$ cat src/rtl/bp_response_meter.sv
// Band-pass response meter: measures peak, peak-to-peak and rising Schmitt crossings over a window.
// Optional feature: define BPRM_OVERRANGE_EN to flag full-scale samples via the overrange output.
module bp_response_meter #(
   parameter int DATA_W   = 12,
   parameter int WINDOW_W = 16,
   parameter int HYST     = 8
) (
   input  logic                clk,
   input  logic                rst_n,
   input  logic [WINDOW_W-1:0] cfg_window,
   input  logic                start,
   input  logic                s_valid,
   output logic                s_ready,
   input  logic [DATA_W-1:0]   s_data,
   output logic                busy,
   output logic                done,
   output logic [DATA_W-1:0]   peak_pos,
   output logic [DATA_W-1:0]   peak_neg,
   output logic [DATA_W:0]     pk_pk,
   output logic [WINDOW_W-1:0] crossings,
   output logic                overrange
);

   typedef enum logic [1:0] {IDLE, MEASURE, REPORT} state_t;

   localparam logic signed [DATA_W-1:0] MAX_CODE = {1'b0, {(DATA_W-1){1'b1}}};
   localparam logic signed [DATA_W-1:0] MIN_CODE = {1'b1, {(DATA_W-1){1'b0}}};
   localparam logic signed [DATA_W-1:0] HYST_P   = DATA_W'(HYST);
   localparam logic signed [DATA_W-1:0] HYST_N   = DATA_W'(-HYST);

   state_t state, state_nxt;

   logic [WINDOW_W-1:0]      rem;
   logic signed [DATA_W-1:0] mx, mn, mx_n, mn_n;
   logic [WINDOW_W-1:0]      xcnt, xcnt_n;
   logic                     first, pos, pos_n;
   logic signed [DATA_W-1:0] x;
   logic [DATA_W:0]          pk_n;
   logic                     acc, last, go;

   assign x    = s_data;
   assign acc  = s_valid && (state == MEASURE);
   assign last = acc && (rem == WINDOW_W'(1));
   assign go   = start && (state == IDLE);

   // ---------------- FSM ----------------
   always_ff @(posedge clk or negedge rst_n) begin
      if (!rst_n) state <= IDLE;
      else        state <= state_nxt;
   end

   always_comb begin
      state_nxt = state;
      case (state)
         IDLE:    if (start) state_nxt = MEASURE;
         MEASURE: if (last)  state_nxt = REPORT;
         REPORT:             state_nxt = IDLE;
         default:            state_nxt = IDLE;
      endcase
   end

   always_comb begin
      s_ready = (state != REPORT);
      busy    = (state != IDLE);
      done    = (state == REPORT);
   end

   // ---------------- per-sample accumulator update ----------------
   always_comb begin
      mx_n   = (x > mx) ? x : mx;
      mn_n   = (x < mn) ? x : mn;
      pos_n  = pos;
      xcnt_n = xcnt;
      if (first) begin
         pos_n = ~x[DATA_W-1];
      end else if (!pos && (x > HYST_P)) begin
         pos_n  = 1'b1;
         xcnt_n = (&xcnt) ? xcnt : xcnt + WINDOW_W'(1);
      end else if (pos && (x < HYST_N)) begin
         pos_n = 1'b0;
      end
      pk_n = {mx_n[DATA_W-1], mx_n} - {mn_n[DATA_W-1], mn_n};
   end

   always_ff @(posedge clk or negedge rst_n) begin
      if (!rst_n) begin
         rem   <= '0;
         mx    <= MIN_CODE;
         mn    <= MAX_CODE;
         xcnt  <= '0;
         first <= 1'b1;
         pos   <= 1'b0;
      end else if (go) begin
         rem   <= (cfg_window == '0) ? WINDOW_W'(1) : cfg_window;
         mx    <= MIN_CODE;
         mn    <= MAX_CODE;
         xcnt  <= '0;
         first <= 1'b1;
         pos   <= 1'b0;
      end else if (acc) begin
         rem   <= rem - WINDOW_W'(1);
         mx    <= mx_n;
         mn    <= mn_n;
         xcnt  <= xcnt_n;
         first <= 1'b0;
         pos   <= pos_n;
      end
   end

   // Results load on the final handshake so they are visible during REPORT with done.
   always_ff @(posedge clk or negedge rst_n) begin
      if (!rst_n) begin
         peak_pos  <= '0;
         peak_neg  <= '0;
         pk_pk     <= '0;
         crossings <= '0;
      end else if (last) begin
         peak_pos  <= mx_n;
         peak_neg  <= mn_n;
         pk_pk     <= pk_n;
         crossings <= xcnt_n;
      end
   end

`ifdef BPRM_OVERRANGE_EN
   logic ovr, ovr_n;

   assign ovr_n = ovr | (x == MAX_CODE) | (x == MIN_CODE);

   always_ff @(posedge clk or negedge rst_n) begin
      if (!rst_n) begin
         ovr       <= 1'b0;
         overrange <= 1'b0;
      end else begin
         if (go)       ovr <= 1'b0;
         else if (acc) ovr <= ovr_n;
         if (last)     overrange <= ovr_n;
      end
   end
`else
   assign overrange = 1'b0;
`endif

endmodule
$ cat config.mk
export PLATFORM = sky130hd
export DESIGN_NAME = bp_response_meter
export DESIGN_NICKNAME = d
export VERILOG_FILES = /design/src/rtl/bp_response_meter.sv
export SDC_FILE = /design/constraint.sdc
export NUM_CORES = 1
export LEC_CHECK = 0
export ABC_AREA = 1
export CAP_MARGIN = 30
export CORE_MARGIN = 5
export CORE_UTILIZATION = 52
export CTS_BUF_LIST = sky130_fd_sc_hd__clkbuf_8
export DETAILED_ROUTE_END_ITERATION = 7
export PLACE_DENSITY = 0.78
export SYNTH_ARGS = -nofsm -noshare
export SYNTH_HDL_FRONTEND = slang
export SYNTH_SLANG_ARGS = --single-unit
$ cat constraint.sdc
create_clock -name clk -period 3.86 [get_ports clk]
set_clock_uncertainty 0.1 [all_clocks]
set_input_delay 0.386 -clock clk [delete_from_list [all_inputs] [get_ports clk]]
set_output_delay 0.386 -clock clk [all_outputs]
set_load 0.02 [all_outputs]
==> impl_metrics.ini <==
[cts]
cts_tree = done
clk_pin_slew_ns = 0.07
clockRootBuffer = clkbuf_8
numClockSinks = 113
cts_buffers = 17
clock_latency_ns = 0.46
clock_path_buffers = 2
htreeDepth = 4

[routing]
via_per_inst = 5.29
drtPass1Iterations = 5
vias = 6259
wl_per_cell_microns = 14.9
drc = 0
drt_iter0_markers = 434
antenna_left = 0
wirelength_mm = 17.6

[worst_setup_path]
ff2ff_path_depth = 22
worstSetupPathType = reg -> reg
cp_data_arrival_time_ns = 3.83
crit_cells = 22
crit_path_end = pk_pk[8]
crit_family = simple AND/OR/NAND/NOR gates
cp_slowest_cell = dfstp_2
regToRegSetupSlack_ns = 0.28
end_kind = register
startpoint = mn[7]
reg2reg_from = mn[7]
r2r_end = pk_pk[8]
cp_slowest_stage_delay_ns = 0.56
crit_fanout = 7
crit_buf_inv = 3
crit_path_frequent_cell = nand2_1
crit_required_ns = 4.11
worstPathCellList = inv_1, ha_1, a21oi_1, a21oi_2, nor2_2, nand2_2, nand2_2, nand2_4, o21ai_0, buf_4, inv_1, fa_1, nor2_1, o21ai_2, nand2_1, nand2_1, nand3_2, nand2_1, nand2_1, nand2_1, nand3_1, nand2_1
startpoint_type = register

[timing]
slew_viol_final = 0
timing.fmax_mhz = 280
fin_crit_ns = 3.58
hold_viol_final = 0
fin_tns_setup_ns = 0
fin_crit_sh_pct = 92.7
rsz0062_at_grt = no
max_slew_margin_pct = 49.1
hold_slack_ns = 0.383
setup_viol = 0
worst_pin_slew_ns = 0.763

[floorplan]
die_y_microns = 125
start_util_pct = 52.4
coreArea_sq_um = 13100
ioPinCount = 89
row_count = 42
die-area_sq_um = 15600
die_x_microns = 125

[cells_and_area]
post-route-util_pct = 65.3
drive_gt1_share_pct = 14.8
nNetsFinal = 1061
layout_common_cells = 201 x nand2_1, 131 x inv_1, 100 x dfrtp_1
final_common_cell = nand2_1
diodes = 0
syn_to_final_growth_pct = 24.6

[placed_design]
numPortBuffers = 87
dp_hpwl_mm = 13.0
place_congestion = 0.937

[synth]
synth_cells = 876
synth_ff_type = dfrtp_1
async_reset_ff_share_pct = 100
yosysTopAreaCell = dfrtp_1
synth_seq_cells = 113
synthDistinctLibCells = 49
yosysSeqAreaShare_pct = 41.5
netlist_area_sq_um = 6850
yosysTopAreaCellShare_pct = 36.5
synth_area_per_cell_sq_um = 7.82
yosys_warnings = 0
synth_enable_flop_cells = 0
synthTopCellsByArea = dfrtp_1 37%, nand2_1 11%, inv_1 7.2%
synth_nets = 943

[global_routing]
grt_pass1_wl_mm = 29.2
grt_usage_pct = 23.2
grt_pass1_vias = 5981
gr-total-overflow = 0
antenna_found_initial = 0
grt_max_degree = 58

[power]
power.internal_uw = 3660
power_density_nw_per_um2 = 808
power_frac_seq_pct = 24.8
power_uw = 6900
pwr-share-clk_pct = 16.5
combPwrFrac_pct = 58.8
p_leak_uw = 0.00418
peakVddDrop_mv = 0.467
power.switching_uw = 3240
swShare_pct = 47.0

[min_path]
hold_class = reg -> reg

[job]
cap_violations = 0

[status]
status = completed
[routing by layer]
| layer | global-route usage, % | up-vias | wire length, microns |
|---|---|---|---|
| li1 | - | 3120 | - |
| met2 | 38.8 | 180 | 8550 |
| met5 | 0 | - | 0 |
| met4 | 9.03 | 0 | 472 |
| met1 | 29.1 | 2920 | 7600 |
| met3 | 5.53 | 39 | 988 |
[tightest hold or removal path: stages, from the launching register on]
cell     delay (ns)
dfrtp_1        0.34
nand2_1        0.05
o21ai_0        0.06
[power groups by stage]
stage          combinational (uW)  clock (uW)  sequential (uW)
2_1_floorplan                2810           0             1740
3_3_place_gp                 3920           0             1710
3_5_place_dp                 4000           0             1720
4_1_cts                      4030        1150             1700
5_1_grt                      4560        1210             1740
6_report                     4060        1140             1710
[logic make-up after synthesis]
family | share of synthesized area (%)
AO/OA/AOI/OAI | 14.4
buffers and inverters | 9.30
adder cells (fa/ha/maj) | 6.50
AND/OR/NAND/NOR | 26.0
other | 0.0547
XOR/XNOR | 2.30
flip-flops | 41.5
[how the worst min path moves through the flow]
stage | startpoint | end | slack (ns) | cells after the start
final | peak_neg[0] | peak_neg[0] | 0.38 | 2
after floorplan | rst_n | crossings[0] | -0.01 | 0
after CTS | peak_neg[0] | peak_neg[0] | 0.39 | 2
after detailed placement | peak_pos[5] | peak_pos[5] | 0.37 | 2
after global routing | peak_pos[5] | peak_pos[5] | 0.40 | 2
after global placement | peak_pos[0] | peak_pos[0] | 0.36 | 2
[what timing repair did]
action / CTS / global route
buffers inserted: 0 / 1
gates resized for setup: 0 / 4
hold buffers: 1 / 0
endpoints found under the setup margin: 0 / 4
hold endpoints to repair: 54 / 0
[flip-flops by register name, indices dropped and copies added, names as in the netlist]
name       flops
mx            12
peak_pos      12
crossings     16
xcnt          16
pk_pk         13
mn            12
peak_neg      12
rem           16
pos            1
first          1
state          2
[layout make-up]
| class | count | area [sq um] |
|---|---|---|
| clock buffers | 19 | 262 |
| clock inverters | 13 | 136 |
| fillers | 1103 | 4550 |
| inverters | 136 | 514 |
| multi-input cells | 600 | 3390 |
| flip-flops and latches | 113 | 2840 |
| well taps | 176 | 220 |
| repair buffers | 126 | 1180 |
[cells in the mapped netlist, types with 4 or more instances]
cell      number
a21oi_1       20
a22oi_1       12
clkbuf_1      22
dfrtp_1      100
dfstp_2       13
ha_1          34
inv_1        131
nand2_1      201
nand2_2       29
nand2_4        6
nand3_1       42
nand3_2        7
nand4_1       11
nor2_1        38
nor2_2         8
nor3_1        17
nor4_1         7
o211ai_1       5
o21ai_0       80
o221ai_1       4
o22ai_1       34
xor2_1        16
[metrics by stage]
stage | cells | setup WS (ns) | instance area, sq um
6_report | 1183 | 0.283 | 8540
5_1_grt | 1183 | 0.0320 | 8540
4_1_cts | 1182 | 0.219 | 8520
3_5_place_dp | 1149 | -0.0615 | 8120
3_3_place_gp | 1149 | 0.0763 | 8120
2_1_floorplan | 876 | 0.342 | 6850
Note: power is estimated with default switching activity, not from simulation.
